--- src/rtl/axi_stream_frame_writer.sv ---
// axi_stream_frame_writer: writes framed stream packets into a word buffer from address 0.
// Define AXIS_FRAME_WRITER_CHECK_EN to enable start/framing checks and orphan-beat dropping.
module axi_stream_frame_writer #(
    parameter int DATA_WIDTH = 32,
    parameter int ADDR_WIDTH = 10
) (
    input  logic                  clk,
    input  logic                  rst,
    input  logic [DATA_WIDTH-1:0] s_data,
    input  logic                  s_valid,
    input  logic                  s_start,
    input  logic                  s_last,
    output logic                  s_ready,
    output logic                  mem_we,
    output logic [ADDR_WIDTH-1:0] mem_addr,
    output logic [DATA_WIDTH-1:0] mem_wdata,
    output logic                  frame_done,
    output logic [ADDR_WIDTH:0]   frame_len,
    output logic                  frame_err,
    output logic [7:0]            drop_cnt,
    input  logic                  frame_ack
);
    typedef enum logic [1:0] {IDLE, RECV, DONE} state_t;
    localparam logic [ADDR_WIDTH:0] LEN_MAX = '1;
    state_t              state;
    logic [ADDR_WIDTH:0] count;
    logic [7:0]          drops;
    logic                fire;
    logic                begin_frame;
    logic                start_err;
    assign s_ready   = state != DONE;
    assign fire      = s_valid & s_ready;
    assign frame_len = count;
    assign drop_cnt  = drops;
`ifdef AXIS_FRAME_WRITER_CHECK_EN
    assign begin_frame = s_start;
    assign start_err   = s_start;
`else
    logic unused_start;
    assign unused_start = s_start;
    assign begin_frame  = 1'b1;
    assign start_err    = 1'b0;
`endif
    always_ff @(posedge clk) begin
        if (rst) begin
            state      <= IDLE;
            count      <= '0;
            frame_err  <= 1'b0;
            frame_done <= 1'b0;
            mem_we     <= 1'b0;
            mem_addr   <= '0;
            mem_wdata  <= '0;
            drops      <= '0;
        end else begin
            mem_we <= 1'b0;
            case (state)
                IDLE: if (fire) begin
                    if (begin_frame) begin
                        mem_we     <= 1'b1;
                        mem_addr   <= '0;
                        mem_wdata  <= s_data;
                        count      <= 1;
                        frame_err  <= 1'b0;
                        frame_done <= s_last;
                        state      <= s_last ? DONE : RECV;
                    end else if (drops != 8'hFF) begin
                        drops <= drops + 8'd1;
                    end
                end
                RECV: if (fire) begin
                    // count[ADDR_WIDTH] set means the buffer is full: accept but do not write
                    mem_we    <= ~count[ADDR_WIDTH];
                    mem_addr  <= count[ADDR_WIDTH-1:0];
                    mem_wdata <= s_data;
                    if (count != LEN_MAX) count <= count + 1'b1;
                    if (start_err || count[ADDR_WIDTH]) frame_err <= 1'b1;
                    if (s_last) begin
                        frame_done <= 1'b1;
                        state      <= DONE;
                    end
                end
                DONE: if (frame_ack) begin
                    count      <= '0;
                    frame_err  <= 1'b0;
                    frame_done <= 1'b0;
                    state      <= IDLE;
                end
                default: state <= IDLE;
            endcase
        end
    end
endmodule

--- config.mk ---
export PLATFORM = sky130hd
export DESIGN_NAME = axi_stream_frame_writer
export DESIGN_NICKNAME = d
export VERILOG_FILES = /design/src/rtl/axi_stream_frame_writer.sv
export SDC_FILE = /design/constraint.sdc
export NUM_CORES = 1
export LEC_CHECK = 0
export BUFFER_PORTS_ARGS = -buffer_cell sky130_fd_sc_hd__clkbuf_2
export CAP_MARGIN = 10
export CORE_UTILIZATION = 51
export DETAILED_ROUTE_END_ITERATION = 7
export GPL_ROUTABILITY_DRIVEN = 0
export PLACE_DENSITY_LB_ADDON = 0.08
export SYNTH_ARGS = -nofsm -noshare
export SYNTH_HDL_FRONTEND = slang
export SYNTH_SLANG_ARGS = --single-unit
--- constraint.sdc ---
create_clock -name clk -period 4.1 [get_ports clk]
set_clock_uncertainty 0.05 [all_clocks]
set_input_delay 0.205 -clock clk [delete_from_list [all_inputs] [get_ports clk]]
set_output_delay 0.205 -clock clk [all_outputs]
set_load 0.02 [all_outputs]
==> summary.txt <==
Worst EP required: 4310 ps
Final Util: 0.690
worst-path fanout max: 11
Max clock buf depth: 2
Via density: 5.22
setup tns final: 0 ps
r2r endpoint: frame_len[7]
ranking of synthesized cells by area: dfxtp_1 (48%), nand2_1 (12%), a21oi_1 (9.2%)
die height: 70.7 microns
post-DP HPWL: 3.76 mm
crit share post-route: 0.589
EDFF count, synth: 0
Detailed Route Iter0 Violations: 128
Syn Inst Count: 296
outcome: finished, violations left
RSZ-0062 raised after global routing: false
first-pass GRT wire length: 9.42 mm
CP Launch Type: flip-flop
Worst Reg-to-Reg Cells: 7
share of cells above drive strength 1: 0.298
hold path depth: 3
Global Route Usage Sum: 0.240
Seq cells post-synth: 58
Post-Layout Cell Count: 444
Unique masters post-synth: 38
hold buffer count at CTS: 0
Num CTS Buffers: 9
number of antenna violations at the first check in global routing: 0
most common cell after layout, fill and taps aside: clkbuf_2
WS Path Type: reg2reg
slowest CP cell: or4_1
Worst Hold Slack: 35.5 ps
Final Hold Fails: 0
Cells after DPL: 427
Slew Limit Fails: 0
IO Count: 103
Die X-Extent: 70.7 microns
Final Net Count: 430
Total Wirelength: 5.67 mm
Pwr Density: 513 nW/um^2
Finish-stage setup viols: 0
FF-to-FF Start: state[1]
mean post-synth cell area: 8.12 sq um
Tot Pwr: 0.00157 W
Wirelength per Cell: 12.8 microns
post-synth top area share: 0.483
most frequent cells in the layout: clkbuf_2 (93), nand2_1 (74), dfxtp_1 (58)
worst rel slew slack: 0.526
Die Area: 4990 sq um
# DRC: 16
Overflow after GRT: 0
worst vdd rail ir drop: 0.438 mV
postcts setup bufs: 0
# clock sinks: 58
hold crit path type: in2reg
# rows: 24
Worst R2R Setup Slack: 1680 ps
CTS tree: built
Yosys top cell by area: dfxtp_1
worst-path cell chain: inv_1 -> ha_1 -> or2_4 -> o32ai_4 -> nand2b_2 -> or4_1 -> a21oi_1
Post-CTS Resized: 0
PortBufs: 93
CP endpoint kind: flip-flop
WP data arrival: 2620 ps
post-synthesis sequential area ratio: 0.483
Syn Std Cell Area: 2400 sq um
asr flop ratio synth: 0
CTS Root Cell: clkbuf_8
Post-synth top flop: dfxtp_1
P&R area growth vs syn: 27.6%
H-tree levels: 3
Core ar.: 4440 sq um
Starting Density: 0.541
Max-Cap Viols: 0
Leak: 1.33 nW
WHS Endpoint: mem_wdata[9]
count of warnings emitted by yosys: 0
Least-Margin Pin Slew: 708 ps
Min-Delay Startpoint: s_data[9]
largest incremental delay on the critical path: 530 ps
vias in the first global route: 2059
First-pass DRT Iterations: 6
largest net degree at the start of global routing: 43
worst skew pair latency: 330 ps
Via Count: 2319
Max Freq: 0.414 GHz
post-route ant nets: 0
failing checks: design-rule violations
n_diodes: 0
minimum clock period after layout: 2420 ps
Worst-path clk slew: 70 ps
-- layout make-up --
class                   count  area (sq um)
fillers                   378          1380
flip-flops and latches     58          1160
multi-input cells         214          1120
repair buffers             96           495
clock buffers              11           141
well taps                  52          65.1
clock inverters             5          53.8
inverters                   8          30.0
-- worst max-delay path by stage --
| stage | start | end | depth (start not counted) |
|---|---|---|---|
| 3_5_place_dp | state[0] | mem_wdata[5] | 6 |
| 4_1_cts | state[0] | mem_wdata[2] | 6 |
| 2_1_floorplan | state[0] | frame_len[4] | 8 |
| 5_1_grt | state[1] | frame_len[2] | 7 |
| 3_3_place_gp | state[0] | mem_wdata[22] | 6 |
| 6_report | state[1] | frame_len[7] | 7 |
-- kinds of logic (layout without fill, tap and decap cells) --
logic type	count (synthesis)	count (layout)	share of synthesized area
simple gates	125	125	0.231
xor+xnor	1	1	0.00364
fa+ha+maj	5	5	0.0260
other cells	1	8	0.00156
flops	58	58	0.483
buf+inv	31	120	0.0645
compound gates	75	75	0.191
-- Yosys cell counts, drive strengths merged, types with 3 or more instances --
library cell and count:
ha 5, a211oi 4, inv 8, a22oi 11, nand3 4, clkbuf 12, o32ai 3, dfxtp 58
nand4 4, nor2 21, a21oi 44, nor2b 6, o21ai 8, or4 3, nand2b 3, buf 11
nand2 74
-- routing by layer --
metal,wire length [microns],up-vias,share of wire,GRT usage
met5,0,-,0,0
met4,71,0,0.013,0.0933
met3,428,7,0.075,0.0712
met2,2560,86,0.45,0.386
met1,2610,1046,0.46,0.305
li1,-,1180,-,-
-- power by group --
group	switching [W]	internal (W)	total (W)	leakage, nW
logic	0.000269	0.000134	0.000404	0.759
registers	0.0000325	0.000618	0.000650	0.472
clock network	0.000225	0.000295	0.000520	0.103
total	0.000527	0.00105	0.00157	1.33
-- flip-flops by register name, indices dropped and copies added, names as in the netlist --
register    cells
frame_err       1
state           2
mem_wdata      32
mem_we          1
mem_addr       10
frame_done      1
frame_len      11
-- critical path, delay by kind of cell (launching register included) --
kind / cells / cell delay (ps)
buf+inv: 1 / 90
flops: 1 / 370
fa+ha+maj: 1 / 330
simple gates: 3 / 1040
compound gates: 2 / 450
-- through the flow --
step                area, sq um  setup slack [ps]
global route               3070              1480
CTS                        3050              1690
finish                     3070              1680
floorplan                  2430              2090
global placement           2860              1730
detailed placement         2860              1720
No activity file was read; power rests on OpenSTA's default activity.
